$ cat src/rtl/aes_cipher_iter.sv
// aes_cipher_iter
//   Iterative AES encryption core, one round per clock. Consumes the flat
//   round-key schedule produced by keyExpansion and encrypts 128-bit blocks
//   under valid/ready handshakes. AES-128/192/256 via nk/nr.
// Parameters
//   nk        key length in 32-bit words (4, 6 or 8)
//   nb        block length in words (fixed at 4)
//   nr        round count (nk + 6)
// Ports
//   clk        rising-edge clock
//   rst_n      asynchronous active-low reset
//   w          round-key schedule, word i = w[32*i+31:32*i]
//   w_valid    one-cycle pulse: schedule on w complete and held stable
//   in_valid   plaintext offered
//   in_ready   core can accept plaintext (IDLE and key loaded)
//   data_in    plaintext, byte 0 = bits [127:120]
//   out_valid  ciphertext available
//   out_ready  downstream accepts ciphertext
//   data_out   ciphertext, same byte order as data_in
module aes_cipher_iter #(
    parameter int nk = 4,
    parameter int nb = 4,
    parameter int nr = 10
) (
    input  logic                      clk,
    input  logic                      rst_n,
    input  logic [32*nb*(nr+1)-1:0]   w,
    input  logic                      w_valid,
    input  logic                      in_valid,
    output logic                      in_ready,
    input  logic [127:0]              data_in,
    output logic                      out_valid,
    input  logic                      out_ready,
    output logic [127:0]              data_out
);

    localparam int RW = $clog2(nr + 1);

    if (nb != 4 || nr != nk + 6) begin : g_bad_cfg
        $error("aes_cipher_iter: unsupported nk/nb/nr combination");
    end

    localparam logic [7:0] SBOX [256] = '{
        8'h63, 8'h7c, 8'h77, 8'h7b, 8'hf2, 8'h6b, 8'h6f, 8'hc5, 8'h30, 8'h01, 8'h67, 8'h2b, 8'hfe, 8'hd7, 8'hab, 8'h76,
        8'hca, 8'h82, 8'hc9, 8'h7d, 8'hfa, 8'h59, 8'h47, 8'hf0, 8'had, 8'hd4, 8'ha2, 8'haf, 8'h9c, 8'ha4, 8'h72, 8'hc0,
        8'hb7, 8'hfd, 8'h93, 8'h26, 8'h36, 8'h3f, 8'hf7, 8'hcc, 8'h34, 8'ha5, 8'he5, 8'hf1, 8'h71, 8'hd8, 8'h31, 8'h15,
        8'h04, 8'hc7, 8'h23, 8'hc3, 8'h18, 8'h96, 8'h05, 8'h9a, 8'h07, 8'h12, 8'h80, 8'he2, 8'heb, 8'h27, 8'hb2, 8'h75,
        8'h09, 8'h83, 8'h2c, 8'h1a, 8'h1b, 8'h6e, 8'h5a, 8'ha0, 8'h52, 8'h3b, 8'hd6, 8'hb3, 8'h29, 8'he3, 8'h2f, 8'h84,
        8'h53, 8'hd1, 8'h00, 8'hed, 8'h20, 8'hfc, 8'hb1, 8'h5b, 8'h6a, 8'hcb, 8'hbe, 8'h39, 8'h4a, 8'h4c, 8'h58, 8'hcf,
        8'hd0, 8'hef, 8'haa, 8'hfb, 8'h43, 8'h4d, 8'h33, 8'h85, 8'h45, 8'hf9, 8'h02, 8'h7f, 8'h50, 8'h3c, 8'h9f, 8'ha8,
        8'h51, 8'ha3, 8'h40, 8'h8f, 8'h92, 8'h9d, 8'h38, 8'hf5, 8'hbc, 8'hb6, 8'hda, 8'h21, 8'h10, 8'hff, 8'hf3, 8'hd2,
        8'hcd, 8'h0c, 8'h13, 8'hec, 8'h5f, 8'h97, 8'h44, 8'h17, 8'hc4, 8'ha7, 8'h7e, 8'h3d, 8'h64, 8'h5d, 8'h19, 8'h73,
        8'h60, 8'h81, 8'h4f, 8'hdc, 8'h22, 8'h2a, 8'h90, 8'h88, 8'h46, 8'hee, 8'hb8, 8'h14, 8'hde, 8'h5e, 8'h0b, 8'hdb,
        8'he0, 8'h32, 8'h3a, 8'h0a, 8'h49, 8'h06, 8'h24, 8'h5c, 8'hc2, 8'hd3, 8'hac, 8'h62, 8'h91, 8'h95, 8'he4, 8'h79,
        8'he7, 8'hc8, 8'h37, 8'h6d, 8'h8d, 8'hd5, 8'h4e, 8'ha9, 8'h6c, 8'h56, 8'hf4, 8'hea, 8'h65, 8'h7a, 8'hae, 8'h08,
        8'hba, 8'h78, 8'h25, 8'h2e, 8'h1c, 8'ha6, 8'hb4, 8'hc6, 8'he8, 8'hdd, 8'h74, 8'h1f, 8'h4b, 8'hbd, 8'h8b, 8'h8a,
        8'h70, 8'h3e, 8'hb5, 8'h66, 8'h48, 8'h03, 8'hf6, 8'h0e, 8'h61, 8'h35, 8'h57, 8'hb9, 8'h86, 8'hc1, 8'h1d, 8'h9e,
        8'he1, 8'hf8, 8'h98, 8'h11, 8'h69, 8'hd9, 8'h8e, 8'h94, 8'h9b, 8'h1e, 8'h87, 8'he9, 8'hce, 8'h55, 8'h28, 8'hdf,
        8'h8c, 8'ha1, 8'h89, 8'h0d, 8'hbf, 8'he6, 8'h42, 8'h68, 8'h41, 8'h99, 8'h2d, 8'h0f, 8'hb0, 8'h54, 8'hbb, 8'h16
    };

    typedef enum logic [1:0] {
        IDLE,
        ROUND,
        DONE
    } state_e;

    function automatic logic [7:0] xtime(input logic [7:0] b);
        return {b[6:0], 1'b0} ^ (b[7] ? 8'h1b : 8'h00);
    endfunction

    // SubBytes and ShiftRows fused: byte index i = 4*col + row; output
    // (row, col) takes the substituted input byte from (row, col+row mod 4).
    function automatic logic [127:0] sub_shift(input logic [127:0] s);
        logic [127:0] r;
        r = '0;
        for (int unsigned c = 0; c < 4; c++) begin
            for (int unsigned row = 0; row < 4; row++) begin
                r[127-8*(4*c+row) -: 8] = SBOX[s[127-8*(4*((c+row)%4)+row) -: 8]];
            end
        end
        return r;
    endfunction

    function automatic logic [127:0] mix_columns(input logic [127:0] s);
        logic [127:0] r;
        logic [7:0]   a0, a1, a2, a3;
        r = '0;
        for (int unsigned c = 0; c < 4; c++) begin
            a0 = s[127-32*c -: 8];
            a1 = s[119-32*c -: 8];
            a2 = s[111-32*c -: 8];
            a3 = s[103-32*c -: 8];
            r[127-32*c -: 8] = xtime(a0) ^ xtime(a1) ^ a1 ^ a2 ^ a3;
            r[119-32*c -: 8] = a0 ^ xtime(a1) ^ xtime(a2) ^ a2 ^ a3;
            r[111-32*c -: 8] = a0 ^ a1 ^ xtime(a2) ^ xtime(a3) ^ a3;
            r[103-32*c -: 8] = xtime(a0) ^ a0 ^ a1 ^ a2 ^ xtime(a3);
        end
        return r;
    endfunction

    // Round key r = {word 4r, 4r+1, 4r+2, 4r+3}, word 4r in the top bits.
    logic [127:0] rk [nr+1];
    for (genvar r = 0; r <= nr; r++) begin : g_rk
        assign rk[r] = {w[128*r +: 32], w[128*r+32 +: 32],
                        w[128*r+64 +: 32], w[128*r+96 +: 32]};
    end

    state_e          state_q, state_d;
    logic            key_ok_q, key_ok_d;
    logic [RW-1:0]   round_q, round_d;
    logic [127:0]    st_q, st_d;
    logic [127:0]    data_out_q, data_out_d;
    logic            out_valid_q, out_valid_d;
    logic [127:0]    sub_shifted;
    logic [127:0]    mixed;

    always_ff @(posedge clk or negedge rst_n) begin
        if (!rst_n) begin
            state_q     <= IDLE;
            key_ok_q    <= 1'b0;
            round_q     <= '0;
            st_q        <= '0;
            data_out_q  <= '0;
            out_valid_q <= 1'b0;
        end else begin
            state_q     <= state_d;
            key_ok_q    <= key_ok_d;
            round_q     <= round_d;
            st_q        <= st_d;
            data_out_q  <= data_out_d;
            out_valid_q <= out_valid_d;
        end
    end

    always_comb begin
        in_ready    = (state_q == IDLE) && key_ok_q;
        sub_shifted = sub_shift(st_q);
        mixed       = mix_columns(sub_shifted);
        state_d     = state_q;
        key_ok_d    = key_ok_q | w_valid;
        round_d     = round_q;
        st_d        = st_q;
        data_out_d  = data_out_q;
        out_valid_d = out_valid_q;

        case (state_q)
            IDLE: begin
                if (in_valid && in_ready) begin
                    st_d    = data_in ^ rk[0];
                    round_d = RW'(1);
                    state_d = ROUND;
                end
            end
            ROUND: begin
                // The final round (round_q == nr) skips MixColumns and
                // writes straight to the output register.
                if (round_q < RW'(nr)) begin
                    st_d    = mixed ^ rk[round_q];
                    round_d = round_q + RW'(1);
                end else begin
                    data_out_d  = sub_shifted ^ rk[round_q];
                    out_valid_d = 1'b1;
                    round_d     = '0;
                    state_d     = DONE;
                end
            end
            DONE: begin
                if (out_ready) begin
                    out_valid_d = 1'b0;
                    state_d     = IDLE;
                end
            end
            default: begin
                state_d = IDLE;
            end
        endcase
    end

    assign out_valid = out_valid_q;
    assign data_out  = data_out_q;

endmodule

$ cat config.mk
export PLATFORM = sky130hd
export DESIGN_NAME = aes_cipher_iter
export DESIGN_NICKNAME = d
export VERILOG_FILES = /design/src/rtl/aes_cipher_iter.sv
export SDC_FILE = /design/constraint.sdc
export NUM_CORES = 2
export LEC_CHECK = 0
export CAP_MARGIN = 5
export CORE_AREA = 10 10 646 648
export CTS_CLUSTER_DIAMETER = 150
export DETAILED_ROUTE_END_ITERATION = 10
export DIE_AREA = 0 0 656 658
export HOLD_SLACK_MARGIN = 0.12
export PLACE_DENSITY = 0.42
export RECOVER_POWER = 100
export SETUP_SLACK_MARGIN = 0.02
export SLEW_MARGIN = 20
export SYNTH_ARGS = -nofsm -noshare
export SYNTH_HDL_FRONTEND = slang
export SYNTH_SLANG_ARGS = --single-unit
$ cat constraint.sdc
create_clock -name clk -period 4.9 [get_ports clk]
set_clock_uncertainty 0.2 [all_clocks]
set_input_delay 0.49 -clock clk [delete_from_list [all_inputs] [get_ports clk]]
set_output_delay 0.49 -clock clk [all_outputs]
set_load 0.01 [all_outputs]
**Word-level counts from Yosys, hierarchy flattened**

Memories as Yosys holds them, arrays and structs flattened.
Cells that the tools add are included.

- Register bits after elaboration: 264
- Bits in read-only memories: 32768
- Output and inout port bits: 130
- Word-level logic and storage cells: 223
- Memories: 16

- Add/subtract/negate cells: 1
- Order comparisons: 18
- Eq/ne operators: 6
- Mux-type cells: 64
- Bitwise operators: 102
- Reductions and logical operators: 10

Memories:

| name | words | bits a word | read ports | clocked after memory_dff | wr ports | line | source |
|---|---|---|---|---|---|---|---|
| (no name shown) | 256 | 8 | 1 | 0 | 0 | 79 | `r[127-8*(4*c+row) -: 8] = SBOX[s[127-8*(4*((c+row)%4)+row) -: 8]];` |
| (no name shown) | 256 | 8 | 1 | 0 | 0 | 79 |  |
| (no name shown) | 256 | 8 | 1 | 0 | 0 | 79 |  |
| (no name shown) | 256 | 8 | 1 | 0 | 0 | 79 |  |
| (no name shown) | 256 | 8 | 1 | 0 | 0 | 79 |  |
| (no name shown) | 256 | 8 | 1 | 0 | 0 | 79 |  |
| +10 memories | -- | -- | -- | -- | -- | -- |  |

Operator list:

| kind | count |
|---|---|
| binary-select mux 128 bit (select 4 bit) | 1 |
| 2-to-1 mux 128 bit | 4 |
| XOR 8 bit | 64 |
| XOR 128 bit | 3 |
| 2-to-1 mux 8 bit | 32 |
| case mux 128 bit (2 select lines) | 1 |
| greater-or-equal comparator 9 bit (second input constant) | 16 |
| inverter 8 -> 9 bit | 16 |
| XOR 8 x 5 -> 8 bit | 16 |
| 2-to-1 mux 5 bit | 16 |
| AND reduction 3 bit | 3 |
| 2-to-1 mux 4 bit | 2 |
| case mux 4 bit (2 select lines) | 1 |
| 2-to-1 mux 2 bit | 3 |
| inequality test 2 bit (second input constant) | 3 |
| case mux 2 bit (3 select lines) | 1 |
| greater-or-equal comparator 5 bit (second input constant) | 1 |
| inverter 4 -> 5 bit | 1 |
| adder 4 x 1 -> 4 bit (second input constant) | 1 |
| < comparator 4 bit (second input constant) | 1 |
| AND reduction 2 bit | 2 |
| nonzero test 2 bit | 2 |
| equality test 2 x 1 -> 1 bit (second input constant) | 1 |
| equality test 2 bit (second input constant) | 1 |
| 7 further kinds | 9 |

**Longest topological paths before layout**

- Depth in word-level cells: 13
- Mapped depth: 17
- Gate-level depth less buffers: 14

**Least setup slack after synthesis**

OpenSTA, ideal clock, no wires.

- Kind: reg2reg
- From: register st_q[96]
- To: register st_q[75]
- Arrival time: 3.935 ns
- Data required time: 4.623 ns
- Path slack: 0.687 ns
- Cell stages (with the launch flop): 15
- Path buffers: 3
- Period minus slack after synthesis: 4.213 ns
- Path through: dfrtp_1 clkbuf_1 buf_2 inv_1 ha_1 clkbuf_1 nor2b_1 nor2_1 mux4_2 a2111oi_1 nor3_4 xnor2_1 xnor2_1 xnor3_1 a21oi_1

- Cells in the longest elaborated chain, start to end: 11

RTL lines:

| element | line | source |
|---|---|---|
| start: declaration | 112 | `logic [127:0] st_q, st_d;` |
| start signal: assignment | 130 | `st_q <= st_d;` |
| inverter 8 -> 9 bit (not written as such) (*) | 79 |  |
| memory read (256 x 8 bit) (*) | -- |  |
| 2-to-1 mux 8 bit (not written as such) (*) (2 in a row) | 79 |  |
| 2-to-1 mux 5 bit | 69 | `return {b[6:0], 1'b0} ^ (b[7] ? 8'h1b : 8'h00);` |
| XOR 8 x 5 -> 8 bit | 69 |  |
| XOR 8 bit | 96 | `r[111-32*c -: 8] = a0 ^ a1 ^ xtime(a2) ^ xtime(a3) ^ a3;` |
| XOR 8 bit (*) | 96 |  |
| XOR 128 bit (*) | 159 | `st_d = mixed ^ rk[round_q];` |
| 2-to-1 mux 128 bit (*) | 158 | `if (round_q < RW'(nr)) begin` |
| case mux 128 bit (2 select lines) (*) | 147 | `case (state_q)` |

Mark *: on every way between the ends. The rest lies on a longest branch, timed or not. The select of a mux whose other input is x is not followed.
A chain may end at the register's enable or synchronous reset.

**Worst setup path after layout**

- From: register st_q[113]
- To: register st_q[1]

- Cells in the longest elaborated chain, start to end: 10

RTL lines:

| element | line | source |
|---|---|---|
| inverter 8 -> 9 bit (not written as such) | 79 |  |
| memory read (256 x 8 bit) | -- |  |
| 2-to-1 mux 8 bit (not written as such) (2 in a row) | 79 |  |
| XOR 8 bit (3 in a row) | 97 | `r[103-32*c -: 8] = xtime(a0) ^ a0 ^ a1 ^ a2 ^ xtime(a3);` |
| XOR 128 bit | 159 |  |
| 2-to-1 mux 128 bit | 158 |  |
| case mux 128 bit (2 select lines) | 147 |  |

Every way passes these cells. The select of a mux whose other input is x is not followed.

==> metrics.md <==
| Metric | Value |
|---|---|
| Layout cell share with drive strength beyond 1 | 0.148 |
| Critical path peak fanout | 12 |
| Worst r2r src | st_q[113]$_DFFE_PN0P_ |
| Gpl congestion | 1.06 |
| Nets | 15200 |
| Die Y | 658 microns |
| Per-cell routed wire length | 44.1 microns |
| Avg Inst Size Synth | 7.00 sq um |
| Metal3 WL | 95.7 mm |
| Vias in the first global route | 109000 |
| Pre-antenna DRT Iters | 9 |
| Final setup margin | -80.2 ps |
| Worst hold-check path type | flip-flop to flip-flop |
| Commonest cells post-synth | 1270 x o21ai_0, 1151 x nand2_1, 945 x a21oi_1, 712 x clkbuf_1, 675 x nor2_1 |
| Row cnt | 234 |
| GR Util All Layers | 0.370 |
| HPWL Detailed | 704 mm |
| Count leader, synth | o21ai_0 |
| Initial Utilization | 0.204 |
| Post-synth top flop | dfrtp_1 |
| Post-layout min period | 4980 ps |
| Clock Pin Slew Worst Setup and Hold Paths | 60 ps |
| Die width | 656 microns |
| Vias/cell | 6.09 |
| Synth Warn # | 0 |
| CP max-delay cell | o311ai_0 |
| First-pass GRT wire length | 1100 mm |
| M1 WL | 327 mm |
| CTS root buffer | clkbuf_16 |
| Drc violations | 0 |
| Final wirelength | 851 mm |
| Cts bufs inserted | 49 |
| Post-Synthesis Cells | 11800 |
| WS Path Type | flip-flop to flip-flop |
| Synth cell types | 133 |
| Final Instance Area | 0.113 sq mm |
| Worst-Skew Late Latency | 770 ps |
| R2R setup slack | -80 ps |
| Worst-Margin Slew | 2310 ps |
| Largest net degree at the start of global routing | 143 |
| Final setup vio count | 4 |
| Syn_nets | 13600 |
| Area grow syn2layout | 37.1% |
| RSZ-0062 raised after global routing | false |
| TritonCTS clock tree | yes |
| Period utilization | 1.02 |
| Area share of the largest cell type after synthesis | 0.0919 |
| Setup Buffers After CTS | 0 |
| Highest routed layer | met5 |
| PortBufs | 1670 |
| Outcome | complete, but fails checks |
| Arr. time, crit path | 5350 ps |
| Worst R2R End | st_q[1]$_DFFE_PN0P_ |
| Asr flop ratio synth | 1.00 |
| Worst Setup EP | st_q[1]$_DFFE_PN0P_ |
| Final hold violations | 0 |
| Top cells by area, synth | mux4_2 9.2%, dfrtp_1 8.0%, o21ai_0 7.7%, xnor2_1 6.7%, a21oi_1 5.7% |
| Max-slew violations | 236 |
| Clock Path Buffers | 3 |
| Failing checks | max-capacitance violations, max-slew violations, negative setup slack |
| Register area share after synthesis | 0.0800 |
| CP Data Required Time | 5270 ps |
| Worst setup path start | st_q[113]$_DFFE_PN0P_ |
| Clock sink count | 264 |
| # Max-Cap Violations | 5 |
| Critical path's largest stage delay | 1100 ps |
| Slew HR | -0.540 |
| Largest area contributor in the netlist | mux4_2 |
| Vias | 118000 |
| H-tree depth | 2 |
| Die Area | 0.432 sq mm |
| Placed instance area | 0.111 sq mm |
| Flops & latches, synth | 264 |
| F_max | 201 MHz |
| Post-Syn Area | 0.0826 sq mm |
| Core Box Area | 0.405 sq mm |
| Number of synthesized flops with an enable pin | 0 |
| Crit-path cells | inv_1 -> clkbuf_4 -> ha_1 -> nor2_1 -> o21ai_0 -> buf_4 -> nand3_1 -> o21ai_0 -> a21oi_1 -> o311ai_0 -> buf_4 -> xor2_1 -> xnor2_1 -> xnor2_1 -> a21oi_1 |
| Crit path capture type | flip-flop |
| # IOs | 1671 |
| Detail Route Antenna Nets | 0 |
| Met2 WL | 358 mm |
| Startpoint type of the worst setup path | flip-flop |
| Detailed Route Iter0 Violations | 19400 |
| Reg2Reg Depth | 15 |
| Initial antenna violation count | 428 |
| Grt ovf | 0 |
==> sequential cells by signal, summed over array words and instances (netlist names) <==
name and count:
data_out 128, st_q 128, state_q 2, out_valid 1, round_q 4, key_ok_q 1
==> final cells by class <==
| class | instances | area (sq um) |
|---|---|---|
| clock inverters | 22 | 268 |
| clock buffers | 69 | 1420 |
| repair buffers | 2965 | 27400 |
| multi-input cells | 10000 | 69200 |
| inverters | 153 | 574 |
| fillers | 45200 | 291000 |
| diodes | 367 | 918 |
| well taps | 5428 | 6790 |
| flip-flops and latches | 264 | 6710 |
==> worst max-delay path: cells and delay by family (launching register included) <==
family,cells,cell delay [ps]
adder cells (fa/ha/maj),1,650
flip-flops,1,490
buffers and inverters,4,880
AND/OR/NAND/NOR,2,270
AO/OA/AOI/OAI,5,1710
XOR/XNOR,3,610
==> stage by stage <==
step	hold slack [ps]	util	cells	worst slack, ps	TNS (ps)
6_report	271	0.280	19300	-80.2	-271
3_3_place_gp	263	0.274	18800	119	0
5_1_grt	298	0.279	19200	18.9	0
3_5_place_dp	271	0.274	18800	174	0
2_1_floorplan	-5.59	-	11800	687	0
4_1_cts	231	0.279	18900	92.7	0
==> repair_timing <==
item,CTS,global route
hold buffers,4,0
endpoints found under the hold margin,85,0
setup endpoints to repair,0,2
resized for setup,0,2
==> how the worst min path moves through the flow <==
stage / endpoint / depth (start not counted) / start
floorplan: data_out[0]$_DFFE_PN0P_ / 0 / rst_n
global route: state_q[1]$_DFFE_PN0P_ / 2 / out_ready
global placement: data_out[20]$_DFFE_PN0P_ / 2 / data_out[20]$_DFFE_PN0P_
detailed placement: data_out[85]$_DFFE_PN0P_ / 2 / data_out[85]$_DFFE_PN0P_
finish: data_out[55]$_DFFE_PN0P_ / 2 / data_out[55]$_DFFE_PN0P_
CTS: st_q[37]$_DFFE_PN0P_ / 5 / data_in[37]
==> logic make-up after synthesis <==
kind of cell             Yosys count  share of synthesized area
buffers and inverters           1524                     0.0820
multiplexers                     553                      0.119
adder cells (fa/ha/maj)          233                     0.0352
XOR/XNOR                         850                     0.0917
flip-flops                       264                     0.0800
AND/OR/NAND/NOR                 3915                      0.233
AO/OA/AOI/OAI                   4473                      0.360
==> per-layer routing <==
layer / GRT usage / vias up
li1: - / 48300
met3: 0.119 / 1927
met2: 0.548 / 8812
met5: 0 / -
met4: 0.244 / 156
met1: 0.457 / 58300
==> cell usage in the layout, fill, tap and decap left out, types with 340 or more instances in the layout <==
cell type / count
a21oi_1: 944
buf_4: 1142
clkdlybuf4s50_1: 1538
diode_2: 367
nand2_1: 1151
nand2b_1: 351
nand3_1: 507
nor2_1: 675
o211ai_1: 340
o21ai_0: 1232
xnor2_1: 631
Power is left out: the tool's default activity adds up to more than one toggle a clock period on the data nets, which glitch-free logic cannot reach.
